<file path="src/rtl/lut_mode_ctrl.sv">
// lut_mode_ctrl: mode-selectable 2-input LUT evaluator with input debouncing and an operand-sweep self-test.
//   CLKIN/RST        clock, synchronous active-high reset
//   a_raw/b_raw      asynchronous operand pins; mode_raw asynchronous mode button
//   test_start       one-cycle pulse that starts the self-test sweep
//   lut_init/mode    active 16-bit table and function code (0 AND, 1 OR, 2 XOR, 3 NAND)
//   y                registered LUT output
//   busy/test_done   sweep in progress / one-cycle completion pulse
//   test_pass        sweep matched the table; test_result captured y per operand index {b,a}
module lut_mode_ctrl #(
  parameter int DEBOUNCE_CYCLES = 12000,
  parameter int STEP_CYCLES = 4
) (
  input  logic        CLKIN,
  input  logic        RST,
  input  logic        a_raw,
  input  logic        b_raw,
  input  logic        mode_raw,
  input  logic        test_start,
  output logic [15:0] lut_init,
  output logic [1:0]  mode,
  output logic        y,
  output logic        busy,
  output logic        test_done,
  output logic        test_pass,
  output logic [3:0]  test_result
);
  localparam int CW = $clog2(DEBOUNCE_CYCLES + 1);
  localparam int SW = $clog2(STEP_CYCLES);
  localparam logic [1:0] IDLE = 2'd0, STEP = 2'd1, DONE = 2'd2;
  logic [2:0] s1_q, s2_q, deb;
  logic mode_prev_q;
  logic [1:0] state_q, state_d, mode_q, mode_d, k_q, k_d;
  logic [SW-1:0] scnt_q, scnt_d;
  logic [15:0] lut_q, lut_d;
  logic [3:0] res_q, res_d;
  logic y_q, y_d, busy_q, busy_d, done_q, done_d, pass_q, pass_d;
  logic idle, rise, last, a_eff, b_eff;
  always_ff @(posedge CLKIN) begin
    if (RST) begin
      s1_q <= '0;
      s2_q <= '0;
    end else begin
      s1_q <= {mode_raw, b_raw, a_raw};
      s2_q <= s1_q;
    end
  end
  for (genvar i = 0; i < 3; i++) begin : g_db
    logic [CW-1:0] cnt_q;
    logic db_q;
    // Counter runs only while the synced pin disagrees with the debounced value.
    always_ff @(posedge CLKIN) begin
      if (RST) begin
        cnt_q <= '0;
        db_q <= 1'b0;
      end else if (s2_q[i] == db_q) begin
        cnt_q <= '0;
      end else if (cnt_q == CW'(DEBOUNCE_CYCLES - 1)) begin
        cnt_q <= '0;
        db_q <= s2_q[i];
      end else begin
        cnt_q <= cnt_q + 1'b1;
      end
    end
    assign deb[i] = db_q;
  end
  always_comb begin
    idle = state_q == IDLE;
    rise = deb[2] & ~mode_prev_q;
    mode_d = (idle && rise) ? mode_q + 2'd1 : mode_q;
    lut_d = mode_d == 2'd0 ? 16'h8888 : mode_d == 2'd1 ? 16'hEEEE : mode_d == 2'd2 ? 16'h6666 : 16'h7777;
    a_eff = state_q == STEP ? k_q[0] : deb[0];
    b_eff = state_q == STEP ? k_q[1] : deb[1];
    y_d = lut_q[{2'b00, b_eff, a_eff}];
    last = state_q == STEP && scnt_q == SW'(STEP_CYCLES - 1);
    state_d = state_q;
    k_d = k_q;
    scnt_d = scnt_q;
    busy_d = busy_q;
    done_d = 1'b0;
    pass_d = pass_q;
    res_d = res_q;
    if (idle && test_start) begin
      state_d = STEP;
      k_d = 2'd0;
      scnt_d = '0;
      busy_d = 1'b1;
      res_d = 4'd0;
    end else if (state_q == STEP) begin
      scnt_d = scnt_q + 1'b1;
      if (last) begin
        // y now reflects operand k, held since the previous cycle.
        res_d[k_q] = y_q;
        scnt_d = '0;
        k_d = k_q + 2'd1;
        if (k_q == 2'd3) begin
          state_d = DONE;
          busy_d = 1'b0;
          done_d = 1'b1;
          pass_d = {y_q, res_q[2:0]} == lut_q[3:0];
        end
      end
    end else if (state_q == DONE) begin
      state_d = IDLE;
    end
  end
  always_ff @(posedge CLKIN) begin
    if (RST) begin
      mode_prev_q <= 1'b0;
      state_q <= IDLE;
      mode_q <= 2'd0;
      k_q <= 2'd0;
      scnt_q <= '0;
      lut_q <= 16'h8888;
      res_q <= 4'd0;
      y_q <= 1'b0;
      busy_q <= 1'b0;
      done_q <= 1'b0;
      pass_q <= 1'b0;
    end else begin
      mode_prev_q <= deb[2];
      state_q <= state_d;
      mode_q <= mode_d;
      k_q <= k_d;
      scnt_q <= scnt_d;
      lut_q <= lut_d;
      res_q <= res_d;
      y_q <= y_d;
      busy_q <= busy_d;
      done_q <= done_d;
      pass_q <= pass_d;
    end
  end
  assign lut_init = lut_q;
  assign mode = mode_q;
  assign y = y_q;
  assign busy = busy_q;
  assign test_done = done_q;
  assign test_pass = pass_q;
  assign test_result = res_q;
endmodule

</file>
<file path="config.mk">
export PLATFORM = sky130hd
export DESIGN_NAME = lut_mode_ctrl
export DESIGN_NICKNAME = d
export VERILOG_FILES = /design/src/rtl/lut_mode_ctrl.sv
export SDC_FILE = /design/constraint.sdc
export NUM_CORES = 1
export LEC_CHECK = 0
export CAP_MARGIN = 20
export CORE_MARGIN = 3
export CORE_UTILIZATION = 60
export DETAILED_ROUTE_END_ITERATION = 16
export PLACE_DENSITY = 0.84
export SYNTH_ARGS = -nofsm -noshare
export SYNTH_HDL_FRONTEND = slang
export SYNTH_SLANG_ARGS = --single-unit
</file>
<file path="constraint.sdc">
create_clock -name CLKIN -period 5.2 [get_ports CLKIN]
set_input_delay 1.3 -clock CLKIN [delete_from_list [all_inputs] [get_ports CLKIN]]
set_output_delay 1.3 -clock CLKIN [all_outputs]
set_load 0.01 [all_outputs]
</file>
# After elaboration in Yosys (flattened, before gate mapping)
# Cells that the tools add are included.
# word_totals
reg_bits	84
latch_bits	0
mem_bits_rw	0
rom_bits	0
output_inout_bits	26
wordCells	102
memories	0
# op_classes
addsub	6
n_mul	0
div_mod_pow	0
magnitude_cmp	3
eq_ne	17
n_shift	0
n_mux	21
n_bitwise	8
reduce_logical	26
# ops
cell	n
adder 14 x 1 -> 14 bit, second input constant	3
equality test 14 bit, second input constant	3
two-way mux 13 bit	1
two-way mux 2 bit	6
OR reduction 3 bit	4
two-way mux 11 bit	1
two-way mux 1 bit	10
AND reduction 3 bit	3
equality test 2 bit, second input constant	4
AND reduction 2 bit	4
nonzero test 2 bit	4
inverter 1 bit	7
adder 2 x 1 -> 2 bit, second input constant	3
less-than comparator 2 x 5 -> 1 bit, second input constant	1
bitwise mux 4 bit	1
equality test 2 x 1 -> 1 bit, second input constant	2
equality test 4 bit	1
logical AND 1 bit	4
logical NOT 2 bit	2
AND reduction 4 bit	1
OR reduction 2 bit	2
OR reduction 4 bit	1
equality test 1 bit	3
less-than comparator 2 x 3 -> 1 bit, second input constant	1
9 further kinds	9

# Logic depth before layout (Yosys ltp)
# Gate-level depths: netlist of the first run.
# logic_depth
word_depth	7
depth_mapped	7
depth_no_buf	5

# Worst setup path after synthesis of the first run
# No wires, ideal clock.
# synth_timing
path_kind	input to register
start	in test_start
end	reg scnt_q[1]
setup_ps	70
t_arrival_ps	2086
setup_slack_ps	3044
path_stages	5
path_buffers	1
cell_sequence	nor2b_1 -> nor2b_1 -> or2_2 -> clkbuf_1 -> a21oi_1
# synth_between
elab_chain_cells	2
# synth_rtl
item	line	rtl
start, declared	18	input logic test_start,
logical AND 1 bit	82	if (idle && test_start) begin
OR reduction 2 bit (no source line)	-	
end signal, assigned	124	scnt_q <= scnt_d;
end, declared	33	logic [SW-1:0] scnt_q, scnt_d;
# Every way passes these cells.
# A chain may end at the register's enable or synchronous reset.

# Worst setup path in the final report of the first run
# layout_timing
start	in RST
end	reg g_db[0].cnt_q[0]
# layout_between
elab_chain_cells	1
# layout_rtl
item	line	rtl
start, declared	14	input logic RST,
OR reduction 3 bit (no source line)	-	
end signal, assigned	61	cnt_q <= cnt_q + 1'b1;
end, declared	48	logic [CW-1:0] cnt_q;
# Every way passes these cells.

==> results of run 1 <==
-- worst paths after layout --
path / start / end / cells past startpoint
worst min register to register: s1_q[1] / s2_q[1] / 1
worst min-delay path: s1_q[1] / s2_q[1] / 1
worst max register to register: g_db[1].cnt_q[0] / g_db[1].cnt_q[10] / 5
worst max-delay path: RST / g_db[0].cnt_q[0] / 3
-- logic make-up after synthesis --
kind of cell	synth area share
adder cells (fa/ha/maj)	0.03189
AND/OR/NAND/NOR	0.2706
flip-flops	0.4528
AO/OA/AOI/OAI	0.04065
buffers and inverters	0.06457
XOR/XNOR	0.1228
multiplexers	0.01674
-- Yosys cell counts (3+ instances only) --
master    count  area, sq um
nand4_1      15        93.84
xnor2_1      29        254.0
inv_1        12        45.04
buf_4        15        112.6
ha_1          8        100.1
nor2b_1      11        68.82
clkbuf_1      6        22.52
nor4_1        9        56.30
nor3_1       14        70.07
a21oi_1       9        45.04
xor2_1       15        131.4
nand3_1      16        80.08
nand2_1      24        90.09
dfxtp_1      71         1421
a211oi_1      3        22.52
and3_1        4        25.02
nor2_1       60        225.2
mux2i_1       3        30.03
-- layer usage --
layer  track usage  vias up
met5             0        -
met3       0.04358       12
met2        0.3467       25
met4        0.1084        0
met1        0.2249     1084
li1              -     1213
-- metrics by stage --
| step | hold WS (ps) | total power, W | cells | area [sq um] | worst slack [ps] |
|---|---|---|---|---|---|
| finish | 437.9 | 0.001089 | 442 | 3618 | 2401 |
| global route | 459.2 | 0.001124 | 442 | 3618 | 2272 |
| CTS | 440.1 | 0.001101 | 442 | 3618 | 2392 |
| detailed placement | 427.1 | 0.0005858 | 426 | 3376 | 2043 |
| global placement | 416.9 | 0.0005853 | 426 | 3376 | 2107 |
| floorplan | 413.8 | 0.0005785 | 351 | 3139 | 3044 |
-- area by class of cell --
class | count | area, sq um | area share
Clock inverter | 2 | 60.06 | 0.01660
Clock buffer | 14 | 182.7 | 0.05048
Multi-Input combinational cell | 245 | 1515 | 0.4187
Timing Repair Buffer | 31 | 310.3 | 0.08575
Inverter | 12 | 45.04 | 0.01245
Sequential cell | 71 | 1421 | 0.3928
Tap cell | 67 | 83.83 | 0.02317
-- worst register-to-register path, stage by stage (launching register included) --
cell and delay [ps]:
dfxtp_1 440, ha_1 370, nand2_1 90, or4b_1 530
o21ai_2 470, nor2_1 120
-- cell usage in the layout, fill, tap and decap left out, types with 2 or more instances in the layout --
master and count:
nor2b_1 11, a211oi_1 3, a21oi_1 9, mux2i_1 3, or3_1 2, nor3_1 14
nor4_1 9, and4_1 2, nand3_1 16, inv_1 12, nand4_1 15, bufinv_16 2
nand2_1 24, and3b_1 2, or4b_1 2, mux2_2 2, xnor2_1 29, and3_1 4
ha_1 8, clkdlybuf4s50_1 31, nor2_1 60, or2_2 2, clkbuf_8 13, dfxtp_1 71
xor2_1 15
-- state kept, by name, summed over array words and instances (netlist names) --
register     count
g_db.cnt_q      42
test_result      4
g_db.db_q        3
lut_init         3
s1_q             3
s2_q             3
k_q              2
mode             2
scnt_q           2
state_q          2
busy             1
mode_prev_q      1
test_done        1
test_pass        1
y                1
-- power by group --
| part | internal (W) | total [W] | switching (W) |
|---|---|---|---|
| clock network | 0.000323 | 0.000516 | 0.000193 |
| registers | 0.000548 | 0.000551 | 0.00000322 |
| logic | 0.0000100 | 0.0000220 | 0.0000120 |
| total | 0.000881 | 0.00109 | 0.000208 |
==> impl_results.md, run 1 <==
* Status: finished, final reports clean
* Setup TNS at 0 ps
* Min cycle time layout at ~2800 ps
* Gpl congestion at between 0.8 and 0.9
* Seq/Total Area, Yosys at 0.4528
* Pin count of the biggest net entering global routing at 25
* CTS-repair resized insts at 0
* Power per cell area at 301.1 nW/um^2
* Max clock buf depth at 2
* Area growth, synth to finish at 15.27%
* Mapped Avg Cell Area at 8.944 sq um
* # Post-CTS Setup Buffers at 0
* Vias per Instance at 5.281
* Crit path arrival time at about 3100 ps
* Fin nets at about 380
* Clk sinks at 71
* Via count at roughly 2,300
* Mapped Nets at 365
* RSZ-0062 raised after global routing: false
* Peak Freq at 357.2 MHz
* M1 WL at 2.528 mm
* Htree depth at 3
* Fill cell count at 358
* Kind of critical path: input pin to flip-flop
* Critical path's top delay family: simple AND/OR/NAND/NOR gates
* DRC marker count from the first detailed-route iteration at 114
* First-pass DRT Iterations at 4
* DRC viols at 0
* Startpoint types: input pin
* Fraction of registers with async set/reset at 0
* Final period utilization at 0.5384
* YS warnings at 0
* CTS Hold Bufs at 0
* Starting Density at 0.6433
* CP max FO at 24
* Highest metal used: met4
* First-pass GRT wire length at 9.729 mm
* Final core utilization at 0.7415
* Number of global-route vias before repair at 2,252
* TritonCTS buffer count at 9
* CTS tree: done
* Max_cap viols at 0
* Std-Cell Rows at 25
* Core area at 4880 sq um
* Root buf cell: clkbuf_8
* Buffers and inverters on the worst path at 1
* # diodes at 0
* Post-synth EDFFs at 0
* CP cell instances: clkdlybuf4s50_1, or3_1, nor2_1
* Routed Antenna Nets at 0
* Post-Syn Area at 3139 sq um
* Top FF cell, synth: dfxtp_1
* Post-synthesis cell count at about 350
* Slowest CP cell: clkdlybuf4s50_1
* Die area at 6136 sq um
* Clock skew at 5.855 ps
* # port buffers at 31
* Drt total wl at 5.519 mm
* Clock Latency Late Sink at around 340 ps
* Static Leak at ~1.2 nW
* CP Data Required Time at 5470 ps
* Share of cells above drive strength 1 at 0.06400
* Initial antenna violation count at 0
* Detailed Place HPWL at 3.711 mm
* CP peak stage delay at 840 ps
* Total I/O pin count at 32
* Die H at 78.34 microns
* Final hold violations at 0
* Worst slew pin tran at 834.1 ps
* GR Overflow Total at 0
* Final Max Slew Viols at 0
* Reg2reg setup slack at 3050 ps
* CP Capture Type: flip-flop
* Worst min-delay path class: flip-flop to flip-flop
* GRT Resource Usage Total at 0.1988
* Setup violations, final at 0
* Clock-pin slew on the worst setup and hold paths at 70 ps
* Die W at 78.34 microns
* Drt wl/cell at between 10 and 15 microns
* Rel. slew slack at 0.4422
* Met3 routed WL at 138 microns
* Max IR drop VDD at 171.8 uV
* Unique masters post-synth at 38
* Yosys reg bits at 71
* Met2 WL at ~2.7 mm
No activity file was read; power rests on OpenSTA's default activity.
==> run 2: changes to the inputs <==
CORE_UTILIZATION = 56   (was 60)
PLACE_DENSITY = 0.79   (was 0.84)
clock period = 2.85 ns   (was 5.2 ns; I/O delays follow)
==> impl_results.md, run 2 (synthesis results as in run 1) <==
* Kind of critical path: flip-flop to output port
* DRC viols at 0
* CTS-repair resized insts at 0
* CTS Hold Bufs at 0
* Static Leak at around 1.2 nW
* Die H at roughly 81 microns
* First-pass GRT wire length at 9.660 mm
* Pin count of the biggest net entering global routing at 24
* Worst setup margin at 640.4 ps
* Drt wl/cell at 12.56 microns
* Most frequent cells in the layout: 71 x dfxtp_1, 60 x nor2_1, 31 x clkdlybuf4s50_1
* Root buf cell: clkbuf_8
* Detailed Place HPWL at 3.873 mm
* Rel. slew slack at 0.5582
* GRT Resource Usage Total at 0.1897
* Gpl congestion at 0.8275
* Critical path's top delay family: buffers and inverters
* Via count at 2,344
* Die W at 80.87 microns
* Vias per Instance at 5.267
* CP cell instances: clkdlybuf4s50_1
* Die area at roughly 6500 sq um
* Slowest CP cell: clkdlybuf4s50_1
* Clk sinks at 71
* Clock skew at 9.269 ps
* Biggest register: g_db.cnt_q
* Seq pwr share at 0.559
* Clock Latency Late Sink at 340 ps
* Initial antenna violation count at 0
* Std-Cell Rows at 26
* Setup TNS at 0 ps
* Worst slew pin tran at 653.5 ps
* DP Worst Slack at 783.8 ps
* Max IR drop VDD at roughly 330 uV
* Clk pwr share at 0.418
* # port buffers at 31
* Max_cap viols at 0
* # diodes at 0
* Area growth, synth to finish at 13.83%
* First-pass DRT Iterations at 4
* Crit path arrival time at 1500 ps
* Final Max Slew Viols at 0
* RSZ-0062 raised after global routing: false
* Clock-pin slew on the worst setup and hold paths at 70 ps
* Htree depth at 3
* Peak Freq at 452.6 MHz
* Combinational power share at 0.023
* Total I/O pin count at 32
* Internal Dissipation at between 0.001 and 0.0015 W
* CP max FO at 12
* Drt total wl at 5.589 mm
* Final core utilization at 0.6781
* DRC marker count from the first detailed-route iteration at 82
* Min cycle time layout at 2210 ps
* Commonest non-fill, non-tap cell in the layout: dfxtp_1
* CP Data Required Time at 2140 ps
* P_sw at 0.0003833 W
* Number of global-route vias before repair at 2,238
* Max clock buf depth at 2
* Routed Antenna Nets at 0
* Buffers and inverters on the worst path at 1
* Power per cell area at between 500 and 600 nW/um^2
* CP Capture Type: output port
* Starting Density at 0.5957
* Final hold violations at 0
* Core area at 5270 sq um
* CP peak stage delay at 620 ps
* Net Sw Frac at 0.2130
* Reg2reg setup slack at between 700 and 800 ps
* Status: finished, final reports clean
* Worst min-delay path class: flip-flop to flip-flop
* Final period utilization at 0.7753
* # Post-CTS Setup Buffers at 0
* Startpoint types: flip-flop
* Setup violations, final at 0
* Fin nets at ~390
* Max FFs per register at 42
* TritonCTS buffer count at 9
* Share of cells above drive strength 1 at 0.06667
* CTS tree: done
* GR Overflow Total at 0
## run 2: changes by cell type in the layout (fill, tap and decap cells not counted), sizes merged
cell	delta
clkinv	+5
buf	+1
bufinv	-1
clkbuf	-5
## run 2: power by group through the flow
stage	combinational, W	clock, W	sequential, W
2_1_floorplan	0.0000273	0	0.00103
3_3_place_gp	0.0000408	0	0.00103
3_5_place_dp	0.0000418	0	0.00103
4_1_cts	0.0000420	0.000785	0.00101
5_1_grt	0.0000464	0.000828	0.00101
6_report	0.0000414	0.000752	0.00101
## run 2: final timing paths
kind / startpoint / to / cells after the start
max: lut_init[13] / lut_init[14] / 1
min reg2reg: s1_q[2] / s2_q[2] / 1
min: s1_q[2] / s2_q[2] / 1
max reg2reg: g_db[1].cnt_q[0] / g_db[1].cnt_q[2] / 5
## run 2: routing by layer
layer / track usage / vias to the layer above / part of all wire
met5: 0 / - / 0
met2: 0.3251 / 35 / 0.50
met4: 0.07095 / 0 / 0.017
met1: 0.2189 / 1093 / 0.45
met3: 0.06319 / 9 / 0.037
li1: - / 1207 / -
## run 2: final cells by class
type | count | area [sq um]
sequential | 71 | 1421
timing repair buffer | 32 | 317.8
multi-input combinational | 245 | 1515
clock inverter | 6 | 62.56
clock buffer | 9 | 123.9
fill | 453 | 1697
tap | 70 | 87.58
inverter | 12 | 45.04
## run 2: metrics by stage
stage	hold WS (ps)	instance area (sq um)	total power, W	std cells
floorplan	413.8	3139	0.001056	351
global placement	414.7	3387	0.001069	430
detailed placement	433.2	3387	0.001071	430
CTS	442.7	3573	0.001833	445
global route	472.3	3573	0.001881	445
finish	440.9	3573	0.001800	445
